<file path="src/rtl/im_arbiter_pkg.sv">
// Shared encodings for the instruction-memory read-port arbiter:
// FSM states and the requester/owner identifiers.
package im_arbiter_pkg;

    typedef enum logic [1:0] {
        IDLE   = 2'd0,
        ACCESS = 2'd1,
        RESP   = 2'd2
    } state_t;

    typedef enum logic {
        OWN_F = 1'b0,
        OWN_D = 1'b1
    } owner_t;

endpackage

</file>
<file path="src/rtl/im_arbiter_pick.sv">
// Combinational winner select between fetch (F) and debug (D) requesters.
// IMA_RR_EN selects round-robin on contention; otherwise F has fixed priority.
module im_arb_pick
    import im_arbiter_pkg::*;
(
    input  logic   f_req,
    input  logic   d_req,
    input  owner_t last_owner,
    output logic   pick_vld,
    output owner_t pick_owner
);

`ifndef IMA_RR_EN
    // Fixed priority has no use for history; keep the port tied off for lint.
    logic unused_last_owner;
    assign unused_last_owner = last_owner;
`endif

    always_comb begin
        pick_vld   = f_req | d_req;
        pick_owner = OWN_F;
        if (f_req && d_req) begin
`ifdef IMA_RR_EN
            pick_owner = (last_owner == OWN_F) ? OWN_D : OWN_F;
`else
            pick_owner = OWN_F;
`endif
        end else if (d_req) begin
            pick_owner = OWN_D;
        end
    end

endmodule

</file>
<file path="src/rtl/im_arbiter.sv">
// Arbitrates the instruction-memory read port between fetch and debug requesters.
// Optional round-robin arbitration on contention is enabled by defining IMA_RR_EN.
module im_arbiter
    import im_arbiter_pkg::*;
#(
    parameter int AW = 16,
    parameter int DW = 32
) (
    input  logic          clk,
    input  logic          rst,
    input  logic          f_req,
    input  logic [AW-1:0] f_addr,
    output logic          f_gnt,
    output logic          f_valid,
    output logic [DW-1:0] f_data,
    input  logic          d_req,
    input  logic [AW-1:0] d_addr,
    output logic          d_gnt,
    output logic          d_valid,
    output logic [DW-1:0] d_data,
    output logic [AW-1:0] im_addr,
    input  logic [DW-1:0] im_rdata,
    output logic          busy
);

    state_t state_q, state_d;
    owner_t owner_q, last_owner_q;
    owner_t pick_owner;
    logic   pick_vld;
    logic   arb_en;
    logic   grant;

    im_arb_pick u_pick (
        .f_req      (f_req),
        .d_req      (d_req),
        .last_owner (last_owner_q),
        .pick_vld   (pick_vld),
        .pick_owner (pick_owner)
    );

    // Grants only open in IDLE/RESP, and are held off while reset is asserted.
    assign arb_en = !rst && ((state_q == IDLE) || (state_q == RESP));
    assign grant  = arb_en && pick_vld;
    assign f_gnt  = grant && (pick_owner == OWN_F);
    assign d_gnt  = grant && (pick_owner == OWN_D);

    assign busy    = (state_q == ACCESS);
    assign f_valid = (state_q == RESP) && (owner_q == OWN_F);
    assign d_valid = (state_q == RESP) && (owner_q == OWN_D);

    always_comb begin
        state_d = state_q;
        case (state_q)
            IDLE:    state_d = grant ? ACCESS : IDLE;
            ACCESS:  state_d = RESP;
            RESP:    state_d = grant ? ACCESS : IDLE;
            default: state_d = IDLE;
        endcase
    end

    always_ff @(posedge clk) begin
        if (rst) begin
            state_q      <= IDLE;
            owner_q      <= OWN_F;
            last_owner_q <= OWN_D;
            im_addr      <= '0;
            f_data       <= '0;
            d_data       <= '0;
        end else begin
            state_q <= state_d;
            if (grant) begin
                im_addr      <= (pick_owner == OWN_F) ? f_addr : d_addr;
                owner_q      <= pick_owner;
                last_owner_q <= pick_owner;
            end
            // Memory read is combinational: the word is stable by the end of ACCESS.
            if (state_q == ACCESS) begin
                if (owner_q == OWN_F) begin
                    f_data <= im_rdata;
                end else begin
                    d_data <= im_rdata;
                end
            end
        end
    end

endmodule

</file>
<file path="config.mk">
export PLATFORM = sky130hd
export DESIGN_NAME = im_arbiter
export DESIGN_NICKNAME = d
export VERILOG_FILES = /design/src/rtl/im_arbiter_pkg.sv /design/src/rtl/im_arbiter_pick.sv /design/src/rtl/im_arbiter.sv
export SDC_FILE = /design/constraint.sdc
export NUM_CORES = 1
export LEC_CHECK = 0
export CORE_MARGIN = 1.5
export CORE_UTILIZATION = 39
export DETAILED_ROUTE_END_ITERATION = 16
export PLACE_DENSITY = 0.79
export SLEW_MARGIN = 20
export SYNTH_ARGS = -nofsm -noshare
export SYNTH_HDL_FRONTEND = slang
export SYNTH_SLANG_ARGS = --single-unit
export TNS_END_PERCENT = 50
</file>
<file path="constraint.sdc">
create_clock -name clk -period 1.8 [get_ports clk]
set_input_delay 0.18 -clock clk [delete_from_list [all_inputs] [get_ports clk]]
set_output_delay 0.18 -clock clk [all_outputs]
set_load 0.1 [all_outputs]
</file>
==> impl_metrics.py <==
metrics = {
    "layout": {
        "drive_gt1_share_pct": 23.4,
        "nFillCells": 653,
        "instances_no_fill": 603,
        "diodes": 0,
        "area_growth_pct": 55.3,
        "nets": 568,
        "layout_commonest_cell": "nand2_1",
        "final_cell_mix": "nand2_1, buf_4, dfxtp_1",
    },
    "power": {
        "p_leak_nw": 1.85,
        "power.density_cell_area_mw_per_mm2": 993,
        "ir_worst_vdd_v": 0.000550,
    },
    "clock_network": {
        "cts-htree-levels": 3,
        "cts.clk_slew.worst_paths_ns": 0.08,
        "clock_sinks": 83,
        "ctsRootBufferMaster": "clkbuf_8",
        "cts_tree": "yes",
        "insertion_delay_ns": 0.33,
        "cts_buffers": 9,
        "clk_path_buf_depth": 2,
    },
    "yosys": {
        "yosysSeqAreaShare_pct": 55.4,
        "synth_top_area_cell": "dfxtp_1",
        "synth_area_mm2": 0.00300,
        "syn_avg_cell_area_um2": 8.45,
        "synth_area_leaders": "dfxtp_1, nand2_1, a21oi_1, o2bb2ai_1, a22oi_1",
        "synth_warnings": 0,
        "ys_ff_latch": 83,
        "synth.top_cell.area_share_pct": 55.4,
        "netlist_instances": 355,
        "yosysUniqueCellTypes": 23,
        "synth_nets": 423,
    },
    "grt": {
        "grt_max_degree": 67,
        "gr-total-overflow": 0,
        "groute.usage.overall_pct": 20.5,
        "grt_pass1_wl_mm": 13.7,
        "grt_pass1_vias": 2913,
        "antenna_found_initial": 0,
    },
    "drt": {
        "drt_pass1_iterations": 5,
        "drc_errors": 0,
        "routed_wl_mm": 8.49,
        "vias": 2958,
        "antenna_left": 0,
        "wl_per_cell_um": 14.1,
        "vias_per_cell": 4.91,
        "drt_iter0_drc": 121,
    },
    "critical_path": {
        "end_kind": "primary output",
        "slowest_delay_ns": 0.38,
        "crit_path_top_delay_cell": "dfxtp_1",
        "crit_path_start_kind": "flop",
        "path_delay_family": "simple AND/OR/NAND/NOR gates",
        "worst_ep_arrival_time_ns": 1.43,
        "crit_fanout": 19,
        "path_buf_inv": 1,
        "critical_path_required_ns": 1.62,
        "worstPathCellList": "or2_4, nor2b_2, buf_12",
        "r2r_setup_slack_ns": 0.43,
        "crit_type": "reg -> out",
    },
    "timing": {
        "fin_skew_ns": 0.0105,
        "fmax_mhz": 622,
        "finalCritPeriodShare_pct": 89.3,
        "layout_min_cycle_time_ns": 1.61,
        "hold_viol": 0,
        "slew_headroom_pct": 55.4,
        "slew_violations": 0,
        "tightest_slew_ns": 0.669,
        "fin_ws_ns": 0.192,
        "grt_setup_unrepaired": "false",
        "setup_viol": 0,
        "finalSetupTns_ns": 0,
    },
    "floorplanning": {
        "pin_count": 153,
        "die_area_mm2": 0.00823,
        "rows": 31,
        "die_w_um": 90.7,
        "core_mm2": 0.00733,
        "initial_core_util_pct": 40.9,
        "die_h_um": 90.7,
    },
    "flow_run": {
        "cap_violations": 0,
    },
    "place": {
        "placed_cells": 588,
        "hpwlAfterDp_mm": 6.28,
        "dpl_worst_slack_ns": 0.346,
        "globalplace.congestion": 0.803,
        "io_buffers": 152,
    },
    "run_status": {
        "run_status": "finished, final reports clean",
    },
    "hold_path": {
        "hp-class": "in -> reg",
    },
}
## cells in the mapped netlist
| library cell | count |
|---|---|
| or3b_1 | 1 |
| a21oi_1 | 65 |
| a211oi_1 | 1 |
| clkbuf_1 | 7 |
| nand2_1 | 128 |
| o2bb2ai_1 | 16 |
| dfxtp_1 | 83 |
| and3b_1 | 1 |
| buf_4 | 1 |
| nor2b_1 | 2 |
| buf_1 | 1 |
| nor3_1 | 1 |
| buf_2 | 17 |
| and3_1 | 1 |
| buf_6 | 3 |
| a22oi_1 | 16 |
| nor2_1 | 4 |
| inv_1 | 2 |
| o21ba_2 | 1 |
| nor3b_2 | 1 |
| or2_2 | 1 |
| nand3b_1 | 1 |
| nor3b_1 | 1 |
## worst reg2reg max path, cell delays in order (launching register included)
cell	delay, ns
dfxtp_1	0.46
or3b_1	0.40
buf_4	0.22
nand2_1	0.10
a21oi_1	0.06
## where the power goes
group          leakage [nW]  internal, mW  switching [mW]
logic                  1.07         0.342           0.879
clock network         0.102         0.813           0.611
registers             0.676          1.92          0.0553
## state kept, by name (all words and copies together) (netlist names)
name     cells
d_data      32
f_data      32
im_addr     16
state_q      2
owner_q      1
## per-layer routing
layer / track usage (%) / vias to the layer above / part of all wire (%)
met5: 0 / - / 0
met2: 35.7 / 100 / 50
met1: 24.1 / 1373 / 42
met4: 5.56 / 0 / 0.80
li1: - / 1479 / -
met3: 6.31 / 6 / 7.4
## layout make-up
type | instances | area, um2 | share of cell area (%)
multi-input combinational | 241 | 1200 | 25.8
clock buffer | 11 | 141 | 3.04
tap | 99 | 124 | 2.66
inverter | 2 | 7.51 | 0.161
sequential | 83 | 1660 | 35.7
clock inverter | 4 | 75.1 | 1.61
timing repair buffer | 163 | 1450 | 31.1
## what timing repair did
| item | CTS | global route |
|---|---|---|
| gates resized for setup | 0 | 1 |
| endpoints found under the setup margin | 0 | 1 |
| hold endpoints to repair | 0 | 0 |
| hold buffers | 0 | 0 |
| setup buffers | 0 | 0 |
## cell families after synthesis
family | after synthesis | synth area share (%)
DFF | 83 | 55.4
AOI/OAI and AO/OA | 99 | 20.1
and+or+nand+nor | 142 | 19.0
buffers and inverters | 31 | 5.47
## per-stage QoR
stage / area (um2) / hold slack (ns) / util, % / power (mW)
3_5_place_dp: 4440 / 0.452 / 60.6 / 3.24
2_1_floorplan: 3020 / 0.306 / - / 2.87
5_1_grt: 4660 / 0.356 / 63.5 / 4.80
3_3_place_gp: 4440 / 0.443 / 60.6 / 3.23
6_report: 4660 / 0.339 / 63.5 / 4.62
4_1_cts: 4660 / 0.398 / 63.5 / 4.67
## path summary, 6_finish.rpt
check                          startpoint                 endpoint  cells after the start
setup / recovery    state_q[0]$_SDFF_PP0_                    d_gnt                      3
hold / removal                        rst  im_addr[3]$_SDFFE_PP0P_                      3
setup reg to reg    state_q[0]$_SDFF_PP0_   f_data[9]$_SDFFE_PP0P_                      4
hold reg to reg   f_data[17]$_SDFFE_PP0P_  f_data[17]$_SDFFE_PP0P_                      2
Note: power is estimated with default switching activity, not from simulation.
